<file path="config.mk">
export PLATFORM = sky130hd
export DESIGN_NAME = yl3_display_scanner
export DESIGN_NICKNAME = d
export VERILOG_FILES = /design/src/rtl/yl3_pkg.sv /design/src/rtl/yl3_seg_decode.sv /design/src/rtl/yl3_display_scanner.sv
export SDC_FILE = /design/constraint.sdc
export NUM_CORES = 1
export LEC_CHECK = 0
export ABC_CLOCK_PERIOD_IN_PS = 6900
export BUFFER_PORTS_ARGS = -buffer_cell sky130_fd_sc_hd__buf_2
export CAP_MARGIN = 20
export CORE_MARGIN = 2
export CORE_UTILIZATION = 45
export DETAILED_ROUTE_END_ITERATION = 10
export MAX_ROUTING_LAYER = met4
export PLACE_DENSITY = 0.74
export SYNTH_ARGS = -nofsm -noshare
export SYNTH_HDL_FRONTEND = slang
export SYNTH_SLANG_ARGS = --single-unit
</file>
<file path="constraint.sdc">
create_clock -name CLK -period 6.9 [get_ports CLK]
set_input_delay 0.69 -clock CLK [delete_from_list [all_inputs] [get_ports CLK]]
set_output_delay 0.69 -clock CLK [all_outputs]
set_load 0.02 [all_outputs]
</file>
<file path="src/rtl/yl3_pkg.sv">
// ============================================================================
// Module      : yl3_pkg
// Description : Shared constants, segment table and FSM encoding for the
//               YL-3 display scanner.
// Revision    : 1.0 - initial release
// ============================================================================
`default_nettype none

package yl3_pkg;

  localparam int NUM_DIGITS = 8;
  localparam int IDX_W      = 3;
  localparam int POS_LSB    = 8;
  localparam int CHAR_LSB   = 0;

  localparam logic [7:0] SEG_BLANK = 8'hFF;

  // Active-low {DP,G,F,E,D,C,B,A} for hex 0..F, DP off.
  localparam logic [7:0] SEG_TABLE [0:15] = '{
    8'hC0, 8'hF9, 8'hA4, 8'hB0, 8'h99, 8'h92, 8'h82, 8'hF8,
    8'h80, 8'h90, 8'h88, 8'h83, 8'hC6, 8'hA1, 8'h86, 8'h8E
  };

  // Cycles the scanner waits for the shifter to drop RDY before re-requesting.
  localparam logic [1:0] BUSY_TO_LAST = 2'd3;

  typedef enum logic [2:0] {
    IDLE      = 3'd0,
    FETCH     = 3'd1,
    REQ       = 3'd2,
    BUSY      = 3'd3,
    DONE_WAIT = 3'd4,
    DWELL     = 3'd5
  } state_t;

endpackage

`default_nettype wire

</file>
<file path="src/rtl/yl3_seg_decode.sv">
// ============================================================================
// Module      : yl3_seg_decode
// Description : Hex nibble to active-low 7-segment pattern with DP and blank.
// Revision    : 1.0 - initial release
// ============================================================================
`default_nettype none

module yl3_seg_decode
  import yl3_pkg::*;
(
  input  logic [3:0] nibble,
  input  logic       dp,
  input  logic       blank,
  output logic [7:0] seg
);

  always_comb begin
    seg = SEG_TABLE[nibble];
    if (dp) seg[7] = 1'b0;
    if (blank) seg = SEG_BLANK;
  end

endmodule

`default_nettype wire

</file>
<file path="src/rtl/yl3_display_scanner.sv">
// ============================================================================
// Module      : yl3_display_scanner
// Description : 8-digit frame buffer, 7-segment decode and digit multiplexer
//               feeding the YL-3 serial shifter over its EN/RDY handshake.
// Revision    : 1.0 - initial release
// ============================================================================
`default_nettype none

module yl3_display_scanner
  import yl3_pkg::*;
#(
  parameter int DWELL_CYCLES = 50000,
  parameter int CNT_W        = 16
) (
  input  logic        CLK,
  input  logic        RST_N,
  input  logic        ENABLE,
  input  logic [31:0] DIGIT_IN,
  input  logic [7:0]  DP_IN,
  input  logic [7:0]  BLANK_IN,
  input  logic        LOAD,
  input  logic        SR_RDY,
  output logic        SR_EN,
  output logic [15:0] SR_DATA,
  output logic [2:0]  DIGIT_IDX,
  output logic        FRAME_DONE
);

  state_t             r_state;
  state_t             w_next_state;
  logic               w_sr_en;
  logic [31:0]        r_digits;
  logic [7:0]         r_dp;
  logic [7:0]         r_blank;
  logic [CNT_W-1:0]   r_cnt;
  logic [1:0]         r_to_cnt;
  logic [IDX_W-1:0]   r_idx;
  logic [15:0]        r_sr_data;
  logic               r_frame_done;
  logic [7:0]         w_char;
  logic [7:0]         w_pos;

  assign w_pos = 8'b1 << r_idx;

  yl3_seg_decode u_seg_decode (
    .nibble (r_digits[{r_idx, 2'b00} +: 4]),
    .dp     (r_dp[r_idx]),
    .blank  (r_blank[r_idx]),
    .seg    (w_char)
  );

  always_ff @(posedge CLK or negedge RST_N) begin
    if (!RST_N) r_state <= IDLE;
    else        r_state <= w_next_state;
  end

  always_comb begin
    w_next_state = r_state;
    w_sr_en      = 1'b0;
    case (r_state)
      IDLE:      if (ENABLE) w_next_state = FETCH;
      FETCH:     w_next_state = REQ;
      REQ: begin
        if (SR_RDY) begin
          w_sr_en      = 1'b1;
          w_next_state = BUSY;
        end
      end
      // A shifter that never dropped RDY missed the request; ask again.
      BUSY: begin
        if (!SR_RDY)                        w_next_state = DONE_WAIT;
        else if (r_to_cnt == BUSY_TO_LAST)  w_next_state = REQ;
      end
      DONE_WAIT: if (SR_RDY) w_next_state = DWELL;
      DWELL:     if (r_cnt == '0) w_next_state = ENABLE ? FETCH : IDLE;
      default:   w_next_state = IDLE;
    endcase
  end

  always_ff @(posedge CLK or negedge RST_N) begin
    if (!RST_N) begin
      r_digits <= '0;
      r_dp     <= '0;
      r_blank  <= 8'hFF;
    end else if (LOAD) begin
      r_digits <= DIGIT_IN;
      r_dp     <= DP_IN;
      r_blank  <= BLANK_IN;
    end
  end

  always_ff @(posedge CLK or negedge RST_N) begin
    if (!RST_N) begin
      r_sr_data    <= '0;
      r_cnt        <= '0;
      r_to_cnt     <= '0;
      r_idx        <= '0;
      r_frame_done <= 1'b0;
    end else begin
      r_frame_done <= 1'b0;
      case (r_state)
        FETCH: begin
          r_sr_data[POS_LSB  +: 8] <= w_pos;
          r_sr_data[CHAR_LSB +: 8] <= w_char;
        end
        REQ:       r_to_cnt <= '0;
        BUSY:      if (SR_RDY) r_to_cnt <= r_to_cnt + 2'd1;
        DONE_WAIT: if (SR_RDY) r_cnt <= CNT_W'(DWELL_CYCLES - 1);
        DWELL: begin
          if (r_cnt != '0) begin
            r_cnt <= r_cnt - 1'b1;
          end else begin
            r_idx        <= r_idx + 1'b1;
            r_frame_done <= (r_idx == IDX_W'(NUM_DIGITS - 1));
          end
        end
        default: ;
      endcase
    end
  end

  assign SR_EN      = w_sr_en;
  assign SR_DATA    = r_sr_data;
  assign DIGIT_IDX  = r_idx;
  assign FRAME_DONE = r_frame_done;

endmodule

`default_nettype wire

</file>
==> impl_metrics.yaml, run 1 <==
floorplan:
  row_count: 36
  die_area_um2: 10600
  die_h_um: 103
  initial_core_util_pct: 45.6
  die_x_um: 103
  core_area_um2: 9640
  io_pins: 74
yosys:
  synth-async-reset-ratio_pct: 100
  ys_types: 52
  yosysWarnings: 0
  netlist_area_um2: 4400
  synth-seq-cells: 89
  synth_area_leaders: "dfrtp_1, mux2_2, mux4_2"
  yosysTopAreaCell: "dfrtp_1"
  synth_cells: 359
  synthFlopType: "dfrtp_1"
  syn_nets: 426
  avgSynthCellArea_um2: 12.3
  synth_top_area_share_pct: 46.1
  yosysSeqAreaShare_pct: 50.9
  synth-edff-count: 0
global_route:
  grt_pass1_vias: 2993
  track_usage_pct: 19.0
  grt_overflow: 0
  grt_max_degree: 90
  grt_pass1_wl_um: 14800
  grt_antenna_before_repair: 0
clock_tree:
  numCtsBuffers: 9
  clkLatencyLatePin_ps: 360
  postCtsSetupBuffers: 0
  cts_resized: 0
  cts_max_level: 3
  clk_pin_slew_ps: 100
  cts_tree: "yes"
  ctsHoldBuffers: 0
  cts_buffer_depth: 2
  clock-root-buffer: "clkbuf_8"
  clkSinkCount: 89
setup_path:
  path_class: "reg -> reg"
  arrival_ps: 3220
  critPathBufInv: 1
  crit_slowest_cell: "dfrtp_1"
  crit_chain: "mux4_2, mux2i_1, inv_1, ha_1, or3_1, o221ai_1, a21oi_1"
  path_delay_family: "multiplexers"
  cp_data_required_time_ps: 7150
  critPathMaxFanout: 15
  startpoint_type: "flop"
  slowest_delay_ps: 780
  endpoint_kind: "flop"
  reg2reg_slack_ps: 3930
drt:
  wl_per_cell_um: 15.6
  routed_wl_um: 8770
  drt_iter0_drc: 172
  drcViolationCount: 0
  drt_first_pass_iters: 4
  postRouteAntennaNets: 0
  routed_via_density: 5.27
  via_count: 2970
timing:
  timing.hold.ws_ps: 173
  hold_violations: 0
  rsz0062_at_grt: "no"
  relSlewSlack_pct: 30.3
  max_freq_ghz: 0.337
  fin_tns_setup_ps: 0
  worstMarginPinSlew_ps: 1050
  fin_crit_sh_pct: 43.0
  clock_skew_ps: 9.68
  drv_slew: 0
  finalSetupViolCount: 0
  period_minus_slack_ps: 2970
  setup_slack_ps: 3930
power_and_ir_drop:
  total_power_mw: 1.45
  vdd_ir_drop_max_mv: 0.129
  p_per_area_nw_per_um2: 284
  p_leak_nw: 2.28
finish:
  final_cell_mix: "dfrtp_1, buf_2, mux2_2, nand2_1, nor2_1"
  drive_above_1_share_pct: 39.9
  finalInstanceArea_um2: 5120
  final_cells: 564
  layout_commonest_cell: "dfrtp_1"
  n_fill_cell: 887
  nets: 493
  diodes: 0
  utilization_pct: 53.1
  area_growth_syn_to_layout_pct: 16.3
placement:
  portBuffers: 73
  dp_hpwl_um: 6140
  place.gp.congestion: 0.802
  dp_cells: 546
  pre_cts_ws_ps: 3920
  dpl_cell_area_um2: 4850
run:
  drv_cap: 0
min_path:
  hold_path_class: "in -> async"
outcome:
  status: "finished clean"
state kept, by name, summed over array words and instances, names as in the netlist:
name	cells
r_dp	8
DIGIT_IDX	3
r_to_cnt	2
r_cnt	16
r_digits	32
r_state	3
r_blank	8
SR_DATA	16
FRAME_DONE	1
path summary, 6_finish.rpt:
path | startpoint | to | depth (start not counted)
max | DIGIT_IDX[1] | SR_DATA[0] | 7
min | RST_N | r_to_cnt[1] | 1
max reg2reg | DIGIT_IDX[1] | SR_DATA[0] | 7
min reg2reg | SR_DATA[10] | SR_DATA[10] | 2
max in group asynchronous | RST_N | r_blank[0] | 2
min in group CLK | SR_DATA[10] | SR_DATA[10] | 2
layer usage:
metal	vias to the layer above	global-route usage, %	share of wire, %
li1	1432	-	-
met4	0	7.89	2.3
met2	54	28.5	47
met5	-	-	0
met1	1469	25.7	47
met3	15	3.73	3.4
synthesized netlist by cell type, drive strengths merged (3+ instances only):
cell type / number
nand3: 9
nand2: 36
nor3: 4
inv: 10
ha: 14
a211oi: 4
nor2: 17
mux2i: 12
or4: 3
mux4: 12
or3: 3
clkbuf: 12
xnor2: 8
nor4: 3
buf: 8
nand4: 4
dfstp: 8
o211ai: 3
o221ai: 4
nand2b: 4
a21oi: 6
o21ai: 12
dfrtp: 81
mux2: 52
o21a: 3
power breakdown:
part           switching, mW  leakage [nW]  internal (mW)  total [mW]
sequential            0.0890          1.04          0.618       0.707
clock                  0.196         0.110          0.208       0.404
combinational          0.179          1.13          0.160       0.340
logic make-up after synthesis:
logic type / Yosys count / synth area share (%)
buf+inv: 31 / 2.99
xor+xnor: 8 / 1.59
fa+ha+maj: 14 / 3.98
compound gates: 44 / 6.80
mux: 76 / 22.4
flops: 89 / 50.9
simple gates: 97 / 11.4
cell type report:
class,count,area (um^2),share of cell area [%]
Inverter,11,41.3,0.807
Sequential cell,89,2240,43.7
Timing Repair Buffer,76,410,8.02
Multi-Input combinational cell,239,2030,39.8
Tap cell,133,166,3.25
Clock inverter,7,103,2.01
Clock buffer,9,124,2.42
Power figures use the tool's default switching activity.
==> inputs of run 2 (changes only) <==
ABC_CLOCK_PERIOD_IN_PS = 2850   (was 6900)
clock period = 2.85 ns   (was 6.9 ns; I/O delays follow)
==> run 2 against run 1 <==
  * Sequential share of layout area is 0.14 points lower
  * Final cell count up 1.1%
  * Critical path depth is the same
  * Sequential power is 140% higher
  * Via count grew 1.4%
  * Die area did not move
  * Critical path type unchanged
==> impl_metrics.yaml, run 2 (synthesis results as in run 1) <==
setup_path:
  startpoint_type: "flop"
  slowest_delay_ps: 420
  path_class: "reg -> reg"
  path_delay_family: "multiplexers"
  crit_chain: "buf_4, mux4_2, mux2_2, ha_1, or3_1, o221ai_1, a21oi_1"
  critPathMaxFanout: 13
  endpoint_kind: "flop"
  critPathBufInv: 1
  cp_data_required_time_ps: 3090
  arrival_ps: 2510
  crit_slowest_cell: "dfrtp_1"
timing:
  hold_violations: 0
  rsz0062_at_grt: "no"
  period_minus_slack_ps: 2270
  clock_skew_ps: 18.3
  setup_slack_ps: 577
  max_freq_ghz: 0.440
  fin_tns_setup_ps: 0
  finalSetupViolCount: 0
  relSlewSlack_pct: 30.2
  fin_crit_sh_pct: 79.8
  worstMarginPinSlew_ps: 1050
  drv_slew: 0
min_path:
  hold_path_class: "in -> reg"
finish:
  layout_commonest_cell: "dfrtp_1"
  area_growth_syn_to_layout_pct: 16.7
  nets: 499
  drive_above_1_share_pct: 40.3
  final_cell_mix: "dfrtp_1, buf_2, mux2_2, nand2_1, nor2_1"
  diodes: 0
  final_cells: 570
  regMostFlops: "r_digits"
  largest_reg_flops: 32
  utilization_pct: 53.2
floorplan:
  initial_core_util_pct: 45.6
  die_h_um: 103
  die_x_um: 103
  io_pins: 74
  die_area_um2: 10600
  row_count: 36
  core_area_um2: 9640
drt:
  routed_via_density: 5.28
  drcViolationCount: 0
  wl_per_cell_um: 16.0
  routed_wl_um: 9110
  postRouteAntennaNets: 0
  drt_first_pass_iters: 4
  via_count: 3011
  drt_iter0_drc: 146
clock_tree:
  postCtsSetupBuffers: 0
  cts_tree: "yes"
  clk_pin_slew_ps: 100
  cts_max_level: 3
  cts_resized: 0
  clkLatencyLatePin_ps: 360
  numCtsBuffers: 9
  cts_buffer_depth: 2
  clock-root-buffer: "clkbuf_8"
  clkSinkCount: 89
  ctsHoldBuffers: 0
global_route:
  track_usage_pct: 19.3
  grt_util_met3_pct: 3.46
  grt_util_met1_pct: 25.6
  grt_use_met2_pct: 28.7
  grt_max_degree: 90
  grt_pass1_vias: 3054
  grt_pass1_wl_um: 15100
  grt_antenna_before_repair: 0
  grt-busiest-layer: "met2"
  grt_overflow: 0
run:
  drv_cap: 0
power_and_ir_drop:
  p_per_area_nw_per_um2: 666
  p_leak_nw: 2.29
  vdd_ir_drop_max_mv: 0.350
placement:
  pre_cts_ws_ps: 599
  place.gp.congestion: 0.848
  dp_hpwl_um: 6480
  portBuffers: 73
  dp_cells: 552
outcome:
  status: "finished clean"
[run 2: cell types whose count changed in the layout (fill, tap and decap cells not counted), sizes merged]
| cell | change |
|---|---|
| buf | +5 |
| bufinv | -1 |
| clkbuf | +1 |
| clkinv | +1 |
| dlygate4sd3 | +1 |
| inv | -1 |
[run 2: area by class of cell]
type / instances / area (um^2)
Sequential cell: 89 / 2240
Clock inverter: 6 / 67.6
Fill cell: 863 / 4510
Multi-Input combinational cell: 239 / 2030
Inverter: 11 / 41.3
Tap cell: 133 / 166
Clock buffer: 10 / 128
Timing Repair Buffer: 82 / 458
[run 2: final timing paths]
check	from	to	slack, ps	depth (start not counted)
worst max-delay path	DIGIT_IDX[1]	SR_DATA[0]	580	7
worst min-delay path	DIGIT_IN[12]	r_digits[12]	140	2
worst max register to register	DIGIT_IDX[1]	SR_DATA[0]	580	7
worst min register to register	SR_DATA[10]	SR_DATA[10]	470	2
max in group asynchronous	RST_N	r_blank[1]	1840	3
min in group asynchronous	RST_N	r_to_cnt[0]	350	2
[run 2: per-layer routing]
layer | vias up | routed length, um
met3 | 26 | 350
met1 | 1464 | 4210
met4 | 0 | 274
met2 | 81 | 4280
li1 | 1440 | -
met5 | - | 0
[run 2: per-stage QoR]
| step | power, mW | area, um^2 | hold slack, ps |
|---|---|---|---|
| 2_1_floorplan | 2.29 | 4400 | -10.6 |
| 3_3_place_gp | 2.52 | 4900 | 453 |
| 3_5_place_dp | 2.56 | 4900 | 458 |
| 4_1_cts | 3.44 | 5090 | 130 |
| 5_1_grt | 3.62 | 5130 | 124 |
| 6_report | 3.42 | 5130 | 141 |
[run 2: power by group]
part           internal, mW  switching [mW]  leakage (nW)
sequential             1.50           0.216          1.04
combinational         0.391           0.440          1.16
clock                 0.410           0.462        0.0982
total                  2.30            1.12          2.29
==> inputs of run 3 (changes only) <==
ABC_AREA = 1   (was unset)
ABC_CLOCK_PERIOD_IN_PS = 2190   (was 2850)
clock period = 2.19 ns   (was 2.85 ns; I/O delays follow)
==> run 3 against run 2 <==
  * Design area is 6.2% higher
  * Non-clock buffer count is the same
  * Hold slack worse by 82 ps
  * Total power is 39% higher
  * Via count increased by 34%
  * Sequential cell count did not move
  * Clock power rose by 46%
  * Critical endpoint is now SR_DATA[3]
  * Clock-buffer cell count is 1 lower
  * Largest cell class unchanged
==> impl_metrics.yaml, run 3 <==
outcome:
  status: "finished clean"
floorplan:
  die_x_um: 106
  die_area_um2: 11200
  row_count: 37
  initial_core_util_pct: 45.7
  core_area_um2: 10200
  io_pins: 74
  die_h_um: 106
global_route:
  grt_pass1_vias: 4002
  grt_overflow: 0
  grt_max_degree: 56
  track_usage_pct: 21.1
  grt_antenna_before_repair: 0
  grt_pass1_wl_um: 18500
finish:
  finalInstanceArea_um2: 5450
  diodes: 0
  layout_commonest_cell: "nand2_1"
  drive_above_1_share_pct: 24.6
  largest_reg_flops: 32
  area_growth_syn_to_layout_pct: 16.4
  nets: 708
  final_cell_mix: "nand2_1, dfrtp_1, buf_2, inv_1, nand3_1"
  regMostFlops: "r_digits"
yosys:
  netlist_area_um2: 4680
  yosysTopAreaCell: "dfrtp_1"
  synth-async-reset-ratio_pct: 100
  yosysWarnings: 0
  synth_cells: 568
  ys_types: 41
  synthFlopType: "dfrtp_1"
  synth_area_leaders: "dfrtp_1, nand2_1, nand3_1"
  avgSynthCellArea_um2: 8.24
  synth-edff-count: 0
  syn_nets: 635
  yosysSeqAreaShare_pct: 47.8
  yosys.cell_count.top_type: "nand2_1"
  synth_top_area_share_pct: 43.3
  synth-seq-cells: 89
  yosys-top-cells-count: "nand2_1, dfrtp_1, inv_1, nand3_1, o21ai_0"
placement:
  portBuffers: 73
  dpl_cell_area_um2: 5190
  place.gp.congestion: 0.930
  dp_hpwl_um: 7880
setup_path:
  arrival_ps: 2210
  crit_slowest_cell: "dfrtp_2"
  endpoint_kind: "flop"
  critPathMaxFanout: 12
  cp_data_required_time_ps: 2450
  startpoint_type: "flop"
  critPathBufInv: 3
  crit_chain: "buf_4, nand2_1, nand3_1, nand2_1, o21ai_4, inv_1, ha_1, nand3_1, nand2_1, nand2_1, nand3_1, nand2_1, inv_1"
  slowest_delay_ps: 420
  path_class: "reg -> reg"
  path_delay_family: "simple AND/OR/NAND/NOR gates"
  crit_top_cell: "nand2_1"
drt:
  drt_first_pass_iters: 5
  via_count: 4026
  routed_wl_um: 10700
  wl_per_cell_um: 13.6
  postRouteAntennaNets: 0
  routed_via_density: 5.15
  drt_iter0_drc: 296
  drcViolationCount: 0
clock_tree:
  numCtsBuffers: 9
  clk_pin_slew_ps: 100
  clkLatencyLatePin_ps: 360
  postCtsSetupBuffers: 0
  cts_buffer_depth: 2
  cts_max_level: 3
  cts_tree: "yes"
  clock-root-buffer: "clkbuf_8"
  clkSinkCount: 89
timing:
  max_freq_ghz: 0.512
  worstMarginPinSlew_ps: 680
  relSlewSlack_pct: 54.7
  drv_slew: 0
  clock_skew_ps: 14.3
  rsz0062_at_grt: "no"
  finalSetupViolCount: 0
  fin_tns_setup_ps: 0
  fin_crit_sh_pct: 89.2
  period_minus_slack_ps: 1950
  hold_violations: 0
  timing.hold.ws_ps: 59.4
power_and_ir_drop:
  p_per_area_nw_per_um2: 869
  p_leak_nw: 2.77
  vdd_ir_drop_max_mv: 0.420
run:
  drv_cap: 0
min_path:
  hold_path_class: "in -> reg"
==> run 3: worst reg2reg max path: stages, from the launching register on <==
cell     delay [ps]
dfrtp_2         420
buf_4           190
nand2_1          80
nand3_1          90
nand2_1          90
o21ai_4         200
inv_1           120
ha_1            240
nand3_1         130
nand2_1          70
nand2_1          60
nand3_1          70
nand2_1          70
inv_1            30
==> run 3: layout make-up <==
class | count | area [um^2]
clock inverters | 7 | 100
fillers | 941 | 4780
well taps | 136 | 170
multi-input cells | 394 | 2100
repair buffers | 82 | 463
inverters | 65 | 249
clock buffers | 9 | 124
flip-flops and latches | 89 | 2240
==> run 3: per-stage QoR <==
| stage | std cells | setup WS, ps | power, mW | util (%) |
|---|---|---|---|---|
| CTS | 782 | 187 | 4.77 | 53.1 |
| finish | 782 | 236 | 4.74 | 53.3 |
| detailed placement | 765 | 216 | 3.49 | 50.8 |
| floorplan | 568 | 208 | 3.09 | - |
| global placement | 765 | 316 | 3.44 | 50.8 |
| global route | 782 | 46.5 | 5.07 | 53.3 |
==> run 3: cell families after synthesis <==
| family | after synthesis | synth area share, % |
|---|---|---|
| xor gates and xnor gates | 5 | 0.936 |
| DFF | 89 | 47.8 |
| AOI/OAI and AO/OA | 75 | 8.74 |
| and+or+nand+nor | 282 | 26.9 |
| muxes | 18 | 4.30 |
| buffers and inverters | 85 | 7.54 |
| adders and majority gates | 14 | 3.74 |
==> run 3: repair_timing <==
action | in CTS | in global routing
hold buffers | 1 | 0
endpoints found under the hold margin | 31 | 0
gates resized for setup | 0 | 6
setup endpoints to repair | 0 | 2
==> run 3: layer usage <==
layer / wire length [um] / global-route usage, % / share of wire [%] / vias to the layer above
met5: 0 / - / 0 / -
met3: 653 / 4.48 / 6.1 / 8
li1: - / - / - / 1961
met2: 5220 / 35.0 / 49 / 151
met4: 72 / 4.70 / 0.67 / 0
met1: 4720 / 26.8 / 44 / 1906
==> run 3: final timing paths <==
check	startpoint	endpoint	slack, ps	cells past startpoint
worst max-delay path	DIGIT_IDX[0]	SR_DATA[3]	240	13
min in group asynchronous	RST_N	r_cnt[4]	340	2
worst max register to register	DIGIT_IDX[0]	SR_DATA[3]	240	13
max in group asynchronous	RST_N	r_blank[6]	1150	3
worst min register to register	r_to_cnt[0]	r_to_cnt[0]	490	1
worst min-delay path	DIGIT_IN[29]	r_digits[29]	60	3
==> run 3: power by group <==
group          total (mW)  switching [mW]  internal (mW)
sequential           2.14           0.203           1.94
clock                1.27           0.614          0.657
combinational        1.33           0.815          0.510
total                4.74            1.63           3.10
